**src/rtl/cache_pkg.sv**
```systemverilog
// cache_pkg: fill FSM state type, cache geometry and tag_in field positions
package cache_pkg;
  localparam int BLOCK_WORDS = 8;
  localparam int ADDR_W = 16;
  localparam int TAG_W = 6;
  localparam int SET_W = 6;
  localparam int OFFSET_W = 4;
  localparam int TAG_MSB = 7;
  localparam int TAG_LSB = 2;
  localparam int VALID_BIT = 1;
  typedef enum logic [1:0] {IDLE, FILL, TAG} fill_state_t;
endpackage

```
**src/rtl/cache_fill_fsm_if.sv**
```systemverilog
// cache_fill_fsm_if: miss inputs, memory request/return and cache write ports; master=fill FSM, slave=cache/memory side
interface cache_fill_fsm_if;
  import cache_pkg::*;
  logic              miss_detected;
  logic [ADDR_W-1:0] miss_address;
  logic [15:0]       memory_data;
  logic              memory_data_valid;
  logic              fsm_busy;
  logic              mem_en;
  logic [ADDR_W-1:0] memory_address;
  logic [ADDR_W-1:0] cache_addr;
  logic [15:0]       data_in;
  logic              write_data_array;
  logic [7:0]        tag_in;
  logic              write_tag_array;
  modport master(
    input  miss_detected, miss_address, memory_data, memory_data_valid,
    output fsm_busy, mem_en, memory_address, cache_addr, data_in, write_data_array, tag_in, write_tag_array
  );
  modport slave(
    output miss_detected, miss_address, memory_data, memory_data_valid,
    input  fsm_busy, mem_en, memory_address, cache_addr, data_in, write_data_array, tag_in, write_tag_array
  );
endinterface

```
**src/rtl/fill_word_counter.sv**
```systemverilog
// fill_word_counter: 3-bit word counter (clk, rst, i_clr, i_en -> o_cnt, o_last when cnt==7)
module fill_word_counter
  import cache_pkg::*;
(
  input  logic       clk,
  input  logic       rst,
  input  logic       i_clr,
  input  logic       i_en,
  output logic [2:0] o_cnt,
  output logic       o_last
);
  logic [2:0] r_cnt;
  always_ff @(posedge clk) r_cnt <= (rst || i_clr) ? 3'd0 : i_en ? r_cnt + 3'd1 : r_cnt;
  assign o_cnt  = r_cnt;
  assign o_last = r_cnt == 3'(BLOCK_WORDS - 1);
endmodule

```
**src/rtl/cache_fill_fsm.sv**
```systemverilog
// cache_fill_fsm: miss-fill controller (clk, rst, bus master: 8 word reads, 8 data writes, 1 tag write)
module cache_fill_fsm
  import cache_pkg::*;
(
  input logic              clk,
  input logic              rst,
  cache_fill_fsm_if.master bus
);
  fill_state_t              r_state, w_next;
  logic [TAG_W+SET_W-1:0]   r_line;
  logic                     r_issue_done;
  logic                     w_accept, w_wr, w_issue_last, w_recv_last;
  logic [2:0]               w_issue_cnt, w_recv_cnt;
  logic [7:0]               w_tag;
  fill_word_counter u_issue (
    .clk(clk), .rst(rst), .i_clr(w_accept), .i_en(bus.mem_en),
    .o_cnt(w_issue_cnt), .o_last(w_issue_last)
  );
  fill_word_counter u_recv (
    .clk(clk), .rst(rst), .i_clr(w_accept), .i_en(w_wr),
    .o_cnt(w_recv_cnt), .o_last(w_recv_last)
  );
  always_ff @(posedge clk) r_state <= rst ? IDLE : w_next;
  always_comb
    w_next = r_state == IDLE ? (w_accept ? FILL : IDLE) :
             r_state == FILL ? ((w_wr && w_recv_last) ? TAG : FILL) : IDLE;
  always_ff @(posedge clk) begin
    r_issue_done <= (rst || w_accept) ? 1'b0 : (bus.mem_en && w_issue_last) ? 1'b1 : r_issue_done;
    r_line       <= rst ? '0 : w_accept ? bus.miss_address[ADDR_W-1:OFFSET_W] : r_line;
  end
  always_comb begin
    w_accept                    = r_state == IDLE && bus.miss_detected;
    w_wr                        = r_state == FILL && bus.memory_data_valid;
    w_tag                       = '0;
    w_tag[TAG_MSB:TAG_LSB]      = r_line[TAG_W+SET_W-1 -: TAG_W];
    w_tag[VALID_BIT]            = 1'b1;
    bus.fsm_busy                = r_state != IDLE;
    bus.mem_en                  = r_state == FILL && !r_issue_done;
    bus.memory_address          = {r_line, w_issue_cnt, 1'b0};
    // recv counter has wrapped to 0 by TAG, so cache_addr falls back to base
    bus.cache_addr              = {r_line, w_recv_cnt, 1'b0};
    bus.data_in                 = bus.memory_data;
    bus.write_data_array        = w_wr;
    bus.tag_in                  = w_tag;
    bus.write_tag_array         = r_state == TAG;
  end
endmodule

```
**src/flat_wrapper.sv**
```systemverilog
// flat-port wrapper written by rule: the top's interface ports become plain ports
module cache_fill_fsm_flat import cache_pkg::*;
  (clk, rst, bus_miss_detected, bus_miss_address, bus_memory_data, bus_memory_data_valid, bus_fsm_busy, bus_mem_en, bus_memory_address, bus_cache_addr, bus_data_in, bus_write_data_array, bus_tag_in, bus_write_tag_array);
  cache_fill_fsm_if bus_i ();
  input logic clk;
  input logic rst;
  input wire logic [$bits(bus_i.miss_detected)-1:0] bus_miss_detected;
  input wire logic [$bits(bus_i.miss_address)-1:0] bus_miss_address;
  input wire logic [$bits(bus_i.memory_data)-1:0] bus_memory_data;
  input wire logic [$bits(bus_i.memory_data_valid)-1:0] bus_memory_data_valid;
  output wire logic [$bits(bus_i.fsm_busy)-1:0] bus_fsm_busy;
  output wire logic [$bits(bus_i.mem_en)-1:0] bus_mem_en;
  output wire logic [$bits(bus_i.memory_address)-1:0] bus_memory_address;
  output wire logic [$bits(bus_i.cache_addr)-1:0] bus_cache_addr;
  output wire logic [$bits(bus_i.data_in)-1:0] bus_data_in;
  output wire logic [$bits(bus_i.write_data_array)-1:0] bus_write_data_array;
  output wire logic [$bits(bus_i.tag_in)-1:0] bus_tag_in;
  output wire logic [$bits(bus_i.write_tag_array)-1:0] bus_write_tag_array;
  assign bus_i.miss_detected = bus_miss_detected;
  assign bus_i.miss_address = bus_miss_address;
  assign bus_i.memory_data = bus_memory_data;
  assign bus_i.memory_data_valid = bus_memory_data_valid;
  assign bus_fsm_busy = bus_i.fsm_busy;
  assign bus_mem_en = bus_i.mem_en;
  assign bus_memory_address = bus_i.memory_address;
  assign bus_cache_addr = bus_i.cache_addr;
  assign bus_data_in = bus_i.data_in;
  assign bus_write_data_array = bus_i.write_data_array;
  assign bus_tag_in = bus_i.tag_in;
  assign bus_write_tag_array = bus_i.write_tag_array;
  cache_fill_fsm u_core (.clk(clk), .rst(rst), .bus(bus_i));
endmodule
```
**config.mk**
```make
export PLATFORM = sky130hd
export DESIGN_NAME = cache_fill_fsm_flat
export DESIGN_NICKNAME = d
export VERILOG_FILES = /design/src/rtl/cache_pkg.sv /design/src/rtl/cache_fill_fsm_if.sv /design/src/rtl/fill_word_counter.sv /design/src/rtl/cache_fill_fsm.sv /design/src/flat_wrapper.sv
export SDC_FILE = /design/constraint.sdc
export NUM_CORES = 1
export LEC_CHECK = 0
export CAP_MARGIN = 20
export CORE_MARGIN = 3
export CORE_UTILIZATION = 31
export DETAILED_ROUTE_END_ITERATION = 10
export GPL_TIMING_DRIVEN = 0
export PLACE_DENSITY = 0.87
export SETUP_SLACK_MARGIN = 0.02
export SLEW_MARGIN = 30
export SYNTH_ARGS = -nofsm -noshare
export SYNTH_HDL_FRONTEND = slang
export SYNTH_SLANG_ARGS = --single-unit
```
**constraint.sdc**
```tcl
create_clock -name clk -period 1.55 [get_ports clk]
set_clock_uncertainty 0.05 [all_clocks]
set_input_delay 0.3875 -clock clk [delete_from_list [all_inputs] [get_ports clk]]
set_output_delay 0.3875 -clock clk [all_outputs]
set_load 0.01 [all_outputs]
```
==> qor.yml, run 1 <==
status: "completed"
die_h_um: 67.1
grt_pass1_wl_mm: 4.11
synth_cell_types: 27
coreArea_mm2: 0.00347
die_x_um: 67.1
post-dp-hpwl_mm: 2.13
vdd_ir_drop_max_mv: 0.281
yosys.area.top_type_share_pct: 36.3
synthMuxAreaShare_pct: 3.46
drc: 0
hold-worst-slack_ns: 0.412
clk_pin_slew_ns: 0.07
synth_compound_area_share_pct: 6.16
cts_tree: "yes"
netlist_top_cells_area: "dfxtp_1 36%, buf_4 25%, nand2_2 5.4%"
vias: 1091
min_path_type: "flip-flop to flip-flop"
ys_seq_elements: 21
fin_nets: 258
grt_max_degree: 12
required_ns: 1.11
ys.warnings.count: 0
cts_buffers: 3
p_seq_share_pct: 44.7
p_clk_share_pct: 26.9
synth-async-reset-ratio_pct: 0
startpoint_type: "flip-flop"
synth_top_family_by_area: "buffers and inverters"
synth.top_cells.by_count: "39 x buf_4, 21 x dfxtp_1, 14 x nand2_1"
synthCells: 132
max_cap_viol_count: 0
end_kind: "primary output"
post-route-period-util_pct: 97.5
wl_per_cell_um: 10.4
slew_viol_final: 0
grt_setup_unrepaired: "yes"
max_freq_mhz: 662
power_switching_w: 0.000330
instances_no_fill: 263
yosys.area_share.simple_pct: 20.0
firstDrtPassIters: 2
drive_above_1_share_pct: 39.6
setup_viol: 0
cp_data_arrival_time_ns: 1.07
r2r_setup_slack_ns: 0.17
netSwitchingFraction_pct: 25.2
htree_levels: 1
io_pins: 96
synth_most_common_cell: "buf_4"
grt_overflow: 0
die-area_mm2: 0.00451
power_density_mw_per_mm2: 652
fp-row-count: 21
cts_root_buf: "clkbuf_8"
synth-xor-area-share_pct: 1.51
antenna_found_initial: 0
syn_avg_cell_area_um2: 8.78
cts_sinks: 21
syn_area_mm2: 0.00116
portBuffers: 71
utilization_pct: 57.8
power_w: 0.00131
diodes: 0
p_int_w: 0.000977
ant_nets: 0
final_hold_viol_count: 0
clock_path_buffers: 2
worstSetupPathType: "flip-flop to primary output"
grt_pass1_vias: 934
initial_core_util_pct: 33.4
routabilityCongestion: 0.652
seq_area_frac_synth_pct: 36.3
track_usage_pct: 12.1
synth_fa_ha_area_share_pct: 4.32
p_leak_nw: 1.07
syn_to_final_growth_pct: 72.9
crit_fanout: 8
min_period_ns: 1.51
totalWireLength_mm: 2.73
synth_edf_count: 0
dp_cells: 251
synth_ff_type: "dfxtp_1"
yosys.area.top_type: "dfxtp_1"
dr.first_iter.drc_count: 25
clkLatencyLatePin_ns: 0.26
comb_power_share_pct: 28.4
viasPerCell: 4.15
[final timing paths]
path / from / endpoint / depth (start not counted)
setup / recovery: u_core.r_state[0] / bus_mem_en / 3
hold / removal: u_core.r_line[2] / u_core.r_line[2] / 2
setup reg to reg: u_core.r_state[0] / u_core.r_line[4] / 6
hold reg to reg: u_core.r_line[2] / u_core.r_line[2] / 2
[worst max-delay path, stage by stage (launching register included)]
cell	delay [ns]
dfxtp_2	0.33
buf_6	0.12
nor3b_4	0.21
buf_2	0.16
[layout make-up]
| type | count | area [um2] |
|---|---|---|
| plain buffers | 42 | 317 |
| clock buffers | 4 | 45.0 |
| fillers | 367 | 1470 |
| inverters | 2 | 7.51 |
| multi-input cells | 69 | 434 |
| flip-flops and latches | 21 | 438 |
| well taps | 46 | 57.6 |
| repair buffers | 79 | 704 |
[metal layers]
layer | global-route usage [%] | routed length [um] | vias up
met5 | 0 | 0 | -
met4 | 5.32 | 42 | 0
met3 | 3.99 | 342 | 5
met2 | 21.0 | 1330 | 61
met1 | 13.3 | 1020 | 476
li1 | - | - | 549
[repair_timing]
item	4_1_cts	5_1_grt
hold endpoints to repair	0	0
gates resized for setup	67	3
gates cloned	0	0
setup endpoints to repair	40	13
buffers inserted	5	3
hold buffers	0	0
[kinds of logic after synthesis]
family,after synthesis
XOR/XNOR,2
AO/OA/AOI/OAI,14
multiplexers,4
flip-flops,21
other,2
adder cells (fa/ha/maj),4
AND/OR/NAND/NOR,41
buffers and inverters,44
[sequential cells by signal, summed over array words and instances, names as in the netlist]
signal                cells
u_core.u_recv.o_cnt       3
u_core.u_issue.o_cnt      3
u_core.r_state            2
u_core.r_line            12
u_core.r_issue_done       1
[power by group through the flow]
| stage | sequential [W] | clock (W) | combinational [W] |
|---|---|---|---|
| 6_report | 0.000584 | 0.000351 | 0.000372 |
| 3_5_place_dp | 0.000597 | 0 | 0.000392 |
| 4_1_cts | 0.000585 | 0.000371 | 0.000372 |
| 5_1_grt | 0.000589 | 0.000399 | 0.000403 |
| 3_3_place_gp | 0.000596 | 0 | 0.000387 |
| 2_1_floorplan | 0.000605 | 0 | 0.000183 |
[per-stage QoR]
step	TNS (ns)	area (um2)	worst slack, ns
floorplan	0	1170	0.286
global placement	-4.36	1930	-0.541
detailed placement	-4.34	1930	-0.541
CTS	-0.00602	1990	-0.00602
global route	-0.0486	2000	-0.0486
finish	0	2000	0.0389
[cells in the final DEF (no fill, tap or decap), drive strengths merged]
master	instances
xor2	1
a31oi	1
or3b	1
nand2	24
conb	4
o21ai	1
nand2b	1
clkdlybuf4s50	29
nor3b	3
xnor2	1
dfxtp	21
buf	54
a21oi	12
nand3	1
nand3b	1
clkbuf	6
nor2	8
or2	1
inv	2
ha	4
nor3	1
dlygate4sd2	35
mux2i	4
dlymetal6s2s	1
Note: power is estimated with default switching activity, not from simulation.
==> run 2: changes to the inputs <==
--- a/config.mk
+++ b/config.mk
@@ -6,7 +6,6 @@
 export NUM_CORES = 1
 export LEC_CHECK = 0
 export CAP_MARGIN = 20
-export CORE_MARGIN = 3
 export CORE_UTILIZATION = 31
 export DETAILED_ROUTE_END_ITERATION = 10
 export GPL_TIMING_DRIVEN = 0
==> qor.yml, run 2 (synthesized netlist as in run 1, its figures left out) <==
viasPerCell: 4.17
cts_root_buf: "clkbuf_8"
max_cap_viol_count: 0
setup_viol: 0
whs_endpoint: "u_core.r_line[2]"
drive_above_1_share_pct: 41.6
min_period_ns: 1.51
syn_to_final_growth_pct: 76.9
placed_cell_area_mm2: 0.00193
cts_tree: "yes"
clkLatencyLatePin_ns: 0.26
r2r_setup_slack_ns: 0.10
instances_no_fill: 267
max_freq_mhz: 660
largest_reg_flops: 12
status: "completed"
clock_path_buffers: 2
coreArea_mm2: 0.00347
power_w: 0.00133
io_pins: 96
dp_cells: 251
nFillCells: 333
worstSetupPathType: "flip-flop to primary output"
cp_data_arrival_time_ns: 1.08
hold_depth: 2
final_common_cell: "buf_4"
die-area_mm2: 0.00399
fp-row-count: 21
clk_pin_slew_ns: 0.08
grt_setup_unrepaired: "yes"
rr_startpoint: "u_core.r_state[0]"
die_x_um: 63.1
slew_viol_final: 0
finalWorstSetupSlack_ns: 0.0354
cts_sinks: 21
dr.first_iter.drc_count: 29
die_h_um: 63.1
pre_cts_ws_ns: -0.527
r2r_cells: 6
setup_tns_ns: 0
min_path_type: "flip-flop to flip-flop"
grt_pass1_vias: 1021
initial_core_util_pct: 33.4
power_density_mw_per_mm2: 647
ant_nets: 0
diodes: 0
reg2reg_to: "u_core.r_line[8]"
track_usage_pct: 13.3
grt_overflow: 0
vdd_ir_drop_max_mv: 0.326
grt_pass1_wl_mm: 4.27
cts_buffers: 3
required_ns: 1.11
hp-start: "u_core.r_line[2]"
cts_hold_buffers: 0
p_leak_nw: 1.09
post-route-period-util_pct: 97.7
crit_start: "u_core.r_state[0]"
layout_common_cells: "52 x buf_4, 35 x dlygate4sd2_1, 29 x clkdlybuf4s50_1"
vias: 1114
htree_levels: 1
end_kind: "primary output"
grt_max_degree: 12
post-dp-hpwl_mm: 1.95
final_hold_viol_count: 0
firstDrtPassIters: 4
stdcell_area_mm2: 0.00205
totalWireLength_mm: 2.59
crit_fanout: 7
routabilityCongestion: 0.681
drc: 0
startpoint_type: "flip-flop"
portBuffers: 71
wl_per_cell_um: 9.71
fin_nets: 262
antenna_found_initial: 0
top_register: "u_core.r_line"
==> run 2: cell count changes in the layout (fill, tap and decap cells not counted), sizes merged <==
| cell | before | now |
|---|---|---|
| buf | 54 | 58 |
==> run 2: area by class of cell <==
cell class	count	area, um2	share of cell area, %
plain buffers	42	323	15.8
clock buffers	4	45.0	2.20
repair buffers	83	734	35.8
well taps	46	57.6	2.81
multi-input cells	69	443	21.6
inverters	2	7.51	0.366
flip-flops and latches	21	439	21.4
==> run 2: how the worst max path moves through the flow <==
stage / endpoint / cells past startpoint / slack, ns
global route: bus_mem_en / 3 / -0.05
floorplan: u_core.r_line[10] / 5 / 0.29
global placement: bus_write_data_array / 4 / -0.54
detailed placement: bus_write_data_array / 4 / -0.53
CTS: bus_write_data_array / 3 / 0.009
finish: bus_mem_en / 3 / 0.04
==> run 2: critical path, cell delays in order, from the launching register on <==
cell and delay, ns:
dfxtp_2 0.33, buf_6 0.12, nor3b_4 0.21, buf_2 0.16
==> run 2: per-layer routing <==
metal,part of all wire (%),track usage (%),vias to the layer above
met2,49,24.1,61
li1,-,-,557
met5,0,0,-
met4,0.62,4.36,0
met1,41,15.0,494
met3,9.3,3.44,2
==> run 2: power breakdown <==
group          internal [W]  switching (W)  leakage [nW]  total [W]
Combinational      0.000239       0.000144         0.895   0.000383
Clock              0.000183       0.000176        0.0228   0.000359
Sequential         0.000565      0.0000189         0.177   0.000584
==> run 2: what timing repair did <==
action | in CTS | in global routing
resized for setup | 68 | 8
setup endpoints to repair | 40 | 13
buffers inserted | 7 | 5
==> run 2: stage by stage <==
stage / utilization [%] / hold WS [ns]
floorplan: - / 0.407
global placement: 55.8 / 0.411
detailed placement: 55.8 / 0.414
CTS: 57.8 / 0.410
global route: 59.1 / 0.437
finish: 59.1 / 0.407
==> run 3: changes to the inputs <==
--- a/config.mk
+++ b/config.mk
@@ -8,7 +8,6 @@
 export CAP_MARGIN = 20
 export CORE_UTILIZATION = 31
 export DETAILED_ROUTE_END_ITERATION = 10
-export GPL_TIMING_DRIVEN = 0
 export PLACE_DENSITY = 0.87
 export SETUP_SLACK_MARGIN = 0.02
 export SLEW_MARGIN = 30
==> constraint.sdc (replaced) <==
create_clock -name clk -period 1.55 [get_ports clk]
set_clock_uncertainty 0.05 [all_clocks]
set_input_delay 0.3875 -clock clk [delete_from_list [all_inputs] [get_ports clk]]
set_output_delay 0.3875 -clock clk [all_outputs]
set_load 0.1 [all_outputs]
==> qor.yml, run 3 (synthesized netlist as in run 1, its figures left out) <==
final_hold_viol_count: 0
end_kind: "primary output"
fp-row-count: 21
antenna_found_initial: 0
top_register: "u_core.r_line"
whs_endpoint: "u_core.r_line[5]"
syn_to_final_growth_pct: 76.8
instances_no_fill: 208
vdd_ir_drop_max_mv: 0.370
viasPerCell: 4.31
htree_levels: 1
fin_nets: 203
totalWireLength_mm: 2.52
routabilityCongestion: 0.667
cts_root_buf: "clkbuf_8"
die_h_um: 63.1
finalWorstSetupSlack_ns: -0.00167
violations: "negative setup slack"
status: "complete, but fails checks"
p_leak_nw: 0.861
firstDrtPassIters: 4
drive_above_1_share_pct: 56.2
worstSetupPathType: "flip-flop to primary output"
power_density_mw_per_mm2: 859
clock_path_buffers: 2
die-area_mm2: 0.00399
diodes: 0
post-dp-hpwl_mm: 1.93
io_pins: 96
rr_startpoint: "u_core.r_state[1]"
hold_depth: 2
setup_viol: 1
r2r_setup_slack_ns: 0.18
hp-start: "u_core.r_line[5]"
largest_reg_flops: 12
grt_pass1_wl_mm: 4.14
dr.first_iter.drc_count: 18
grt_pass1_vias: 863
layout_common_cells: "41 x buf_12, 17 x dfxtp_2, 14 x nand2_1, 14 x clkdlybuf4s50_1, 12 x a21oi_1"
min_path_type: "flip-flop to flip-flop"
placed_cell_area_mm2: 0.00195
cp_data_arrival_time_ns: 1.11
clk_pin_slew_ns: 0.08
post-route-period-util_pct: 100
min_period_ns: 1.55
final_common_cell: "buf_12"
r2r_cells: 5
max_freq_mhz: 644
dp_cells: 200
wl_per_cell_um: 12.1
max_cap_viol_count: 0
stdcell_area_mm2: 0.00205
slew_viol_final: 0
cts_sinks: 21
vias: 897
ant_nets: 0
grt_setup_unrepaired: "yes"
reg2reg_to: "u_core.r_line[6]"
grt_overflow: 0
initial_core_util_pct: 33.4
required_ns: 1.11
grt_max_degree: 13
clkLatencyLatePin_ns: 0.25
drc: 0
track_usage_pct: 13.0
nFillCells: 283
cts_buffers: 3
crit_fanout: 6
cts_tree: "yes"
coreArea_mm2: 0.00347
startpoint_type: "flip-flop"
portBuffers: 55
die_x_um: 63.1
-- run 3: stage by stage --
step / power, W / worst slack (ns) / util, % / TNS, ns / hold WS [ns]
6_report: 0.00176 / -0.00167 / 59.1 / -0.00167 / 0.453
5_1_grt: 0.00183 / -0.0529 / 59.1 / -0.0808 / 0.481
4_1_cts: 0.00178 / -0.00967 / 58.9 / -0.00967 / 0.457
3_5_place_dp: 0.00142 / -0.192 / 56.3 / -3.31 / 0.445
3_3_place_gp: 0.00141 / -0.164 / 56.3 / -2.80 / 0.436
2_1_floorplan: 0.00135 / -0.298 / - / -1.30 / 0.399
-- run 3: area by class of cell --
type	instances	area, um2	share of cell area (%)
multi-input cells	69	444	21.7
repair buffers	66	1040	51.0
inverters	2	7.51	0.367
clock buffers	4	45.0	2.20
well taps	46	57.6	2.81
flip-flops and latches	21	449	21.9
-- run 3: timing repair --
| action | in CTS | in global routing |
|---|---|---|
| hold buffers | 0 | 0 |
| setup endpoints to repair | 4 | 3 |
| gates resized for setup | 6 | 1 |
| endpoints found under the hold margin | 0 | 0 |
| setup buffers | 4 | 0 |
-- run 3: how the worst max path moves through the flow --
stage	start	to	slack, ns	depth (start not counted)
2_1_floorplan	u_core.r_state[0]	u_core.u_issue.o_cnt[2]	-0.30	4
3_3_place_gp	bus_miss_detected	u_core.r_line[1]	-0.16	5
3_5_place_dp	bus_miss_detected	u_core.r_line[10]	-0.19	5
4_1_cts	u_core.r_state[0]	bus_mem_en	-0.01	2
5_1_grt	u_core.r_state[0]	bus_mem_en	-0.05	2
6_report	u_core.r_state[0]	bus_mem_en	-0.002	2
-- run 3: power breakdown --
group / switching (W) / leakage (nW) / internal, W
logic: 0.000510 / 0.658 / 0.000283
clock network: 0.000167 / 0.0228 / 0.000183
registers: 0.0000511 / 0.180 / 0.000566
-- run 3: worst max-delay path, cell delays in order, from the launching register on --
cell     delay (ns)
dfxtp_4        0.38
nor3b_4        0.26
buf_12         0.21
-- run 3: layer usage --
layer / track usage, % / vias up / part of all wire, %
li1: - / 438 / -
met1: 14.5 / 405 / 42
met2: 22.7 / 50 / 49
met3: 4.35 / 4 / 8.6
met4: 4.36 / 0 / 0.24
met5: 0 / - / 0
